===== src/rtl/alu_op_sequencer_pkg.sv =====
// Shared widths, ALU opcodes, flag bit positions and sequencer state encoding.
// Imported by the sequencer and by the ALU it drives.
package alu_op_sequencer_pkg;

  localparam int DATA_WIDTH = 32;
  localparam int ADDR_WIDTH = 5;

  localparam logic [2:0] ALUOP_AND = 3'b000;
  localparam logic [2:0] ALUOP_OR  = 3'b001;
  localparam logic [2:0] ALUOP_ADD = 3'b010;
  localparam logic [2:0] ALUOP_SUB = 3'b110;
  localparam logic [2:0] ALUOP_SLT = 3'b111;

  // Flag vector is {Zero, CarryOut, Overflow}.
  localparam int FLAG_ZERO  = 2;
  localparam int FLAG_CARRY = 1;
  localparam int FLAG_OVF   = 0;

  typedef enum logic [2:0] {
    S_IDLE = 3'd0,
    S_READ = 3'd1,
    S_EXEC = 3'd2,
    S_WB   = 3'd3,
    S_RESP = 3'd4
  } state_e;

  function automatic logic is_legal_op(input logic [2:0] op);
    case (op)
      ALUOP_AND, ALUOP_OR, ALUOP_ADD, ALUOP_SUB, ALUOP_SLT: is_legal_op = 1'b1;
      default:                                            is_legal_op = 1'b0;
    endcase
  endfunction

endpackage


===== src/rtl/alu_op_sequencer.sv =====
// Issues one register-to-register ALU command at a time: read operands, execute, write back, respond.
// Latency: accept at edge N, rf_wen during cycle N+3, rsp_valid from cycle N+4; issue interval 5 cycles.
// Backpressure: response held stable until rsp_ready; cmd_ready is low whenever not idle or in reset.
module alu_op_sequencer #(
  parameter int DATA_WIDTH = alu_op_sequencer_pkg::DATA_WIDTH,
  parameter int ADDR_WIDTH = alu_op_sequencer_pkg::ADDR_WIDTH
) (
  input  logic                  clk,
  input  logic                  rst,
  input  logic                  cmd_valid,
  output logic                  cmd_ready,
  input  logic [2:0]            cmd_op,
  input  logic [ADDR_WIDTH-1:0] cmd_rs1,
  input  logic [ADDR_WIDTH-1:0] cmd_rs2,
  input  logic [ADDR_WIDTH-1:0] cmd_rd,
  output logic [ADDR_WIDTH-1:0] rf_raddr1,
  output logic [ADDR_WIDTH-1:0] rf_raddr2,
  input  logic [DATA_WIDTH-1:0] rf_rdata1,
  input  logic [DATA_WIDTH-1:0] rf_rdata2,
  output logic [ADDR_WIDTH-1:0] rf_waddr,
  output logic [DATA_WIDTH-1:0] rf_wdata,
  output logic                  rf_wen,
  output logic [DATA_WIDTH-1:0] alu_a,
  output logic [DATA_WIDTH-1:0] alu_b,
  output logic [2:0]            alu_op,
  input  logic [DATA_WIDTH-1:0] alu_result,
  input  logic [2:0]            alu_flag,
  output logic                  rsp_valid,
  input  logic                  rsp_ready,
  output logic [DATA_WIDTH-1:0] rsp_result,
  output logic [2:0]            rsp_flag,
  output logic                  rsp_err,
  output logic [31:0]           op_count
);
  import alu_op_sequencer_pkg::*;

  state_e                state_q, state_d;
  logic [2:0]            op_q, op_d;
  logic [ADDR_WIDTH-1:0] rs1_q, rs1_d;
  logic [ADDR_WIDTH-1:0] rs2_q, rs2_d;
  logic [ADDR_WIDTH-1:0] rd_q, rd_d;
  logic [DATA_WIDTH-1:0] opa_q, opa_d;
  logic [DATA_WIDTH-1:0] opb_q, opb_d;
  logic [DATA_WIDTH-1:0] result_q, result_d;
  logic [2:0]            flag_q, flag_d;
  logic                  err_q, err_d;
  logic [31:0]           count_q, count_d;
  logic                  legal;

  assign legal = is_legal_op(op_q);

  always_comb begin
    state_d  = state_q;
    op_d     = op_q;
    rs1_d    = rs1_q;
    rs2_d    = rs2_q;
    rd_d     = rd_q;
    opa_d    = opa_q;
    opb_d    = opb_q;
    result_d = result_q;
    flag_d   = flag_q;
    err_d    = err_q;
    count_d  = count_q;
    case (state_q)
      S_IDLE: begin
        if (cmd_valid) begin
          op_d    = cmd_op;
          rs1_d   = cmd_rs1;
          rs2_d   = cmd_rs2;
          rd_d    = cmd_rd;
          state_d = S_READ;
        end
      end
      S_READ: begin
        opa_d   = rf_rdata1;
        opb_d   = rf_rdata2;
        state_d = S_EXEC;
      end
      // Illegal opcodes never leak ALU output: result and flags are zeroed.
      S_EXEC: begin
        err_d    = !legal;
        result_d = legal ? alu_result : '0;
        flag_d   = legal ? alu_flag : 3'b000;
        state_d  = S_WB;
      end
      S_WB: state_d = S_RESP;
      S_RESP: begin
        if (rsp_ready) begin
          count_d = count_q + 32'd1;
          state_d = S_IDLE;
        end
      end
      default: state_d = S_IDLE;
    endcase
  end

  always_ff @(posedge clk or negedge rst) begin
    if (!rst) begin
      state_q  <= S_IDLE;
      op_q     <= '0;
      rs1_q    <= '0;
      rs2_q    <= '0;
      rd_q     <= '0;
      opa_q    <= '0;
      opb_q    <= '0;
      result_q <= '0;
      flag_q   <= '0;
      err_q    <= 1'b0;
      count_q  <= '0;
    end else begin
      state_q  <= state_d;
      op_q     <= op_d;
      rs1_q    <= rs1_d;
      rs2_q    <= rs2_d;
      rd_q     <= rd_d;
      opa_q    <= opa_d;
      opb_q    <= opb_d;
      result_q <= result_d;
      flag_q   <= flag_d;
      err_q    <= err_d;
      count_q  <= count_d;
    end
  end

  // Ready is gated by rst so nothing is accepted while reset is held.
  assign cmd_ready  = rst && (state_q == S_IDLE);
  assign rf_raddr1  = rs1_q;
  assign rf_raddr2  = rs2_q;
  assign alu_a      = opa_q;
  assign alu_b      = opb_q;
  assign alu_op     = op_q;
  assign rf_waddr   = rd_q;
  assign rf_wdata   = result_q;
  assign rf_wen     = (state_q == S_WB) && (rd_q != '0) && !err_q;
  assign rsp_valid  = (state_q == S_RESP);
  assign rsp_result = result_q;
  assign rsp_flag   = flag_q;
  assign rsp_err    = err_q;
  assign op_count   = count_q;

endmodule


===== config.mk =====
export PLATFORM = sky130hd
export DESIGN_NAME = alu_op_sequencer
export DESIGN_NICKNAME = d
export VERILOG_FILES = /design/src/rtl/alu_op_sequencer_pkg.sv /design/src/rtl/alu_op_sequencer.sv
export SDC_FILE = /design/constraint.sdc
export NUM_CORES = 1
export LEC_CHECK = 0
export CELL_PAD_IN_SITES_DETAIL_PLACEMENT = 1
export CELL_PAD_IN_SITES_GLOBAL_PLACEMENT = 1
export CORE_AREA = 2 2 119 121
export CTS_CLUSTER_SIZE = 10
export DETAILED_ROUTE_END_ITERATION = 8
export DIE_AREA = 0 0 121 123
export DONT_BUFFER_PORTS = 1
export PLACE_DENSITY_LB_ADDON = 0.1
export REMOVE_ABC_BUFFERS = 1
export SYNTH_ARGS = -nofsm -noshare
export SYNTH_HDL_FRONTEND = slang
export SYNTH_SLANG_ARGS = --single-unit

===== constraint.sdc =====
create_clock -name clk -period 4 [get_ports clk]
set_clock_uncertainty 0.1 [all_clocks]
set_input_delay 0 -clock clk [delete_from_list [all_inputs] [get_ports clk]]
set_output_delay 0 -clock clk [all_outputs]
set_load 0.05 [all_outputs]

==> results.json, run 1 <==
{
  "yosys.area_share.adder_pct": 0.204,
  "stop_stage": "clock tree synthesis",
  "synth-compound-area-share_pct": 5.27,
  "post-dp-hpwl_um": 10300,
  "synth_xor_area_share_pct": 4.54,
  "die-height_um": 123,
  "start_util_pct": 45.1,
  "cts_max_path_buffers": 2,
  "status": "aborted with a tool error",
  "yosys-mux-area-fraction_pct": 15.4,
  "stop_error": "[ERROR RSZ-0060] Max buffer count reached.",
  "syn-instance-count": 436,
  "root_buffer": "clkbuf_16",
  "die_w_um": 121,
  "yosysUniqueCellTypes": 35,
  "ys.flop_type": "dfrtp_1",
  "synth_top_family_by_area": "multiplexers",
  "cts_buffers": 17,
  "portBuffers": 0,
  "syn_area_um2": 6140,
  "ios": 306,
  "yosysWarnings": 0,
  "htree_levels": 4,
  "synth_edf_count": 0,
  "synthArstFlopShare_pct": 100,
  "synth_seq_cells": 153,
  "row_count": 43,
  "hold_buffers": 121,
  "post_cts_buffers": 0,
  "synth.avg_cell_area_um2": 14.1,
  "yosysSeqAreaShare_pct": 62.3,
  "cts.sinks": 153,
  "postCtsResizedCells": 0,
  "gp_congestion": 0.751,
  "synth-simple-area-share_pct": 6.78
}
## cell families after synthesis
kind of cell	Yosys count
flops	153
mux	84
simple gates	73
buf+inv	56
compound gates	38
xor+xnor	31
fa+ha+maj	1
## metrics by stage
| step | cell area, um^2 | cells | worst slack (ns) | util [%] | TNS, ns |
|---|---|---|---|---|---|
| after floorplan | 5820 | 385 | -1.99 | - | -128.99 |
| after global placement | 6100 | 569 | 1.51 | 44.8 | 0 |
| after detailed placement | 6100 | 569 | 1.49 | 44.8 | 0 |
## synth_stat cells (3+ instances only)
cell      number  area share [%]
dfrtp_1      153              62
mux2_2        83              15
a22o_1        35             5.0
buf_4         32             3.9
xnor2_1       21             3.0
clkbuf_1      16            0.98
nand4_1       15             1.5
nand2_1       12            0.73
xor2_1         9             1.3
nand3_1        8            0.65
nor2_1         8            0.49
nor3_1         8            0.65
inv_1          5            0.31
nor4_1         5            0.51
and3_1         4            0.41
and2_1         3            0.31
==> run 2, diff against run 1 <==
==> config.mk (replaced) <==
export PLATFORM = sky130hd
export DESIGN_NAME = alu_op_sequencer
export DESIGN_NICKNAME = d
export VERILOG_FILES = /design/src/rtl/alu_op_sequencer_pkg.sv /design/src/rtl/alu_op_sequencer.sv
export SDC_FILE = /design/constraint.sdc
export NUM_CORES = 1
export LEC_CHECK = 0
export CORE_MARGIN = 2
export CORE_UTILIZATION = 40
export DETAILED_ROUTE_END_ITERATION = 8
export DONT_BUFFER_PORTS = 1
export PLACE_DENSITY_LB_ADDON = 0.15
export REMOVE_ABC_BUFFERS = 1
export SYNTH_ARGS = -nofsm -noshare
export SYNTH_HDL_FRONTEND = slang
export SYNTH_SLANG_ARGS = --single-unit
==> run 2 against run 1 <==
The run now ends clean. Area after synthesis did not move. Synthesized cell count did not move.
==> results.json, run 2 <==
{
  "status": "complete, no violations",
  "post_cts_buffers": 0,
  "start_kind": "flip-flop",
  "final_nets": 651,
  "rsz0062_at_grt": "false",
  "grt_usage_pct": 17.7,
  "reg2reg_slack_ns": 1.48,
  "syn_area_um2": 6140,
  "die-height_um": 128,
  "dpl.cell_count": 577,
  "slew-limit-headroom_pct": 32.1,
  "max_freq_mhz": 397,
  "post-dp-hpwl_um": 9360,
  "core_area_um2": 15100,
  "ios": 306,
  "path_cells": "nand4_1 > or4_4 > or4b_4 > xnor2_2",
  "setup_viol": 0,
  "start_util_pct": 40.7,
  "crit_path_top_delay_cell": "dfrtp_1",
  "synth_top_cell_by_area": "dfrtp_1",
  "diodes": 0,
  "grt_pass1_wl_um": 22200,
  "synth.avg_cell_area_um2": 14.1,
  "clock_latency_ns": 0.41,
  "cts_max_path_buffers": 2,
  "crit_path_end_kind": "flip-flop",
  "cts_buffers": 17,
  "tns_ns": 0,
  "yosysUniqueCellTypes": 35,
  "wire_per_inst_um": 20.0,
  "synthArstFlopShare_pct": 100,
  "layout_common_cells": "dfrtp_1 (153), dlygate4sd3_1 (120), mux2_2 (83)",
  "drt_first_pass_iters": 5,
  "yosysWarnings": 0,
  "yosysSeqAreaShare_pct": 62.3,
  "root_buffer": "clkbuf_16",
  "yosys-top-cells-area": "dfrtp_1 (62%), mux2_2 (15%), a22o_1 (5.0%), buf_4 (3.9%), xnor2_1 (3.0%)",
  "die_area_um2": 16400,
  "htree_levels": 4,
  "synth_top_cell_area_share_pct": 62.3,
  "syn-instance-count": 436,
  "die_w_um": 128,
  "tightest_slew_ns": 1.02,
  "ys.flop_type": "dfrtp_1",
  "fin_crit_ns": 2.52,
  "synth_edf_count": 0,
  "worstSetupPathType": "reg -> reg",
  "critPathArrivalTime_ns": 2.70,
  "routed_via_density": 5.24,
  "max_stage_delay_ns": 0.72,
  "synth_seq_cells": 153,
  "cp.required_ns": 4.18,
  "final_cells": 730,
  "drive_gt1_share_pct": 24.2,
  "worstHoldPathType": "in -> async",
  "grt_max_degree": 154,
  "finalCritPeriodShare_pct": 63.0,
  "portBuffers": 0,
  "path_clk_slew_ns": 0.06,
  "synth_common_cells": "dfrtp_1 (153), mux2_2 (83), a22o_1 (35), buf_4 (32), xnor2_1 (21)",
  "maxCapViolCount": 0,
  "vias": 3826,
  "wirelength_um": 14600,
  "cts.sinks": 153,
  "final_hold_viol_count": 0,
  "remaining_drc_errors": 0,
  "cp_max_fo": 7,
  "antenna_found_initial": 0,
  "drtAntennaViolNets": 0,
  "final_max_slew_viol_count": 0,
  "gr-total-overflow": 0,
  "area_growth_pct": 29.3,
  "gp_congestion": 0.753,
  "yosysMostFrequentCell": "dfrtp_1",
  "layout_commonest_cell": "dfrtp_1",
  "cts_tree": "yes",
  "drt_iter0_markers": 194,
  "grt_pass1_vias": 4151,
  "row_count": 45
}
==> run 2: cell counts after synthesis <==
Identical to the previous run, type by type.
==> run 2: cell families (layout without fill, tap and decap cells) <==
family	after synthesis	count (layout)	synth area share (%)
AOI/OAI and AO/OA	38	38	5.27
xor gates and xnor gates	31	31	4.54
adders and majority gates	1	1	0.204
buffers and inverters	56	162	5.52
DFF	153	153	62.3
muxes	84	84	15.4
and+or+nand+nor	73	73	6.78
==> run 2: timing repair <==
action | 4_1_cts | 5_1_grt
endpoints found under the hold margin | 289 | 0
hold buffers | 121 | 0
resized for setup | 0 | 0
==> run 2: cell type report <==
type,instances,area [um^2]
clock buffers,19,443
clock inverters,13,168
fillers,1252,7140
inverters,5,18.8
multi-input cells,227,2000
flip-flops and latches,153,3830
well taps,188,235
repair buffers,125,1260
==> run 2: worst max-delay path, delay by kind of cell, from the launching register on <==
kind	cells	cell delay, ns
XOR/XNOR	1	0.14
flip-flops	1	0.72
AND/OR/NAND/NOR	3	1.43
==> run 2: through the flow <==
| step | setup WS, ns | utilization (%) | hold slack (ns) | area [um^2] |
|---|---|---|---|---|
| 5_1_grt | 1.39 | 52.7 | 0.149 | 7950 |
| 3_5_place_dp | 1.50 | 40.5 | -0.393 | 6110 |
| 4_1_cts | 1.49 | 52.7 | 0.132 | 7950 |
| 6_report | 1.48 | 52.7 | 0.142 | 7950 |
| 2_1_floorplan | -1.99 | - | -0.396 | 5820 |
| 3_3_place_gp | 1.50 | 40.5 | -0.393 | 6110 |
==> run 2: routing by layer <==
layer,share of wire (%),GRT usage [%],up-vias
met5,0,0,-
met4,1.5,6.01,0
li1,-,-,1701
met1,36,19.0,1908
met3,9.0,7.85,17
met2,53,31.1,200
==> run 2: final timing paths <==
check                          endpoint  cells past startpoint           start
max                        op_count[30]                      4     op_count[9]
min                           alu_a[25]                      2             rst
max reg2reg                op_count[30]                      4     op_count[9]
min reg2reg                  state_q[0]                      1      state_q[0]
max in group asynchronous  op_count[18]                      2             rst
min in group clk           rf_wdata[13]                      2  alu_result[13]
Power of run 2 is left out: the tool's default activity adds up to more than one toggle a clock period on the data nets, which glitch-free logic cannot reach.
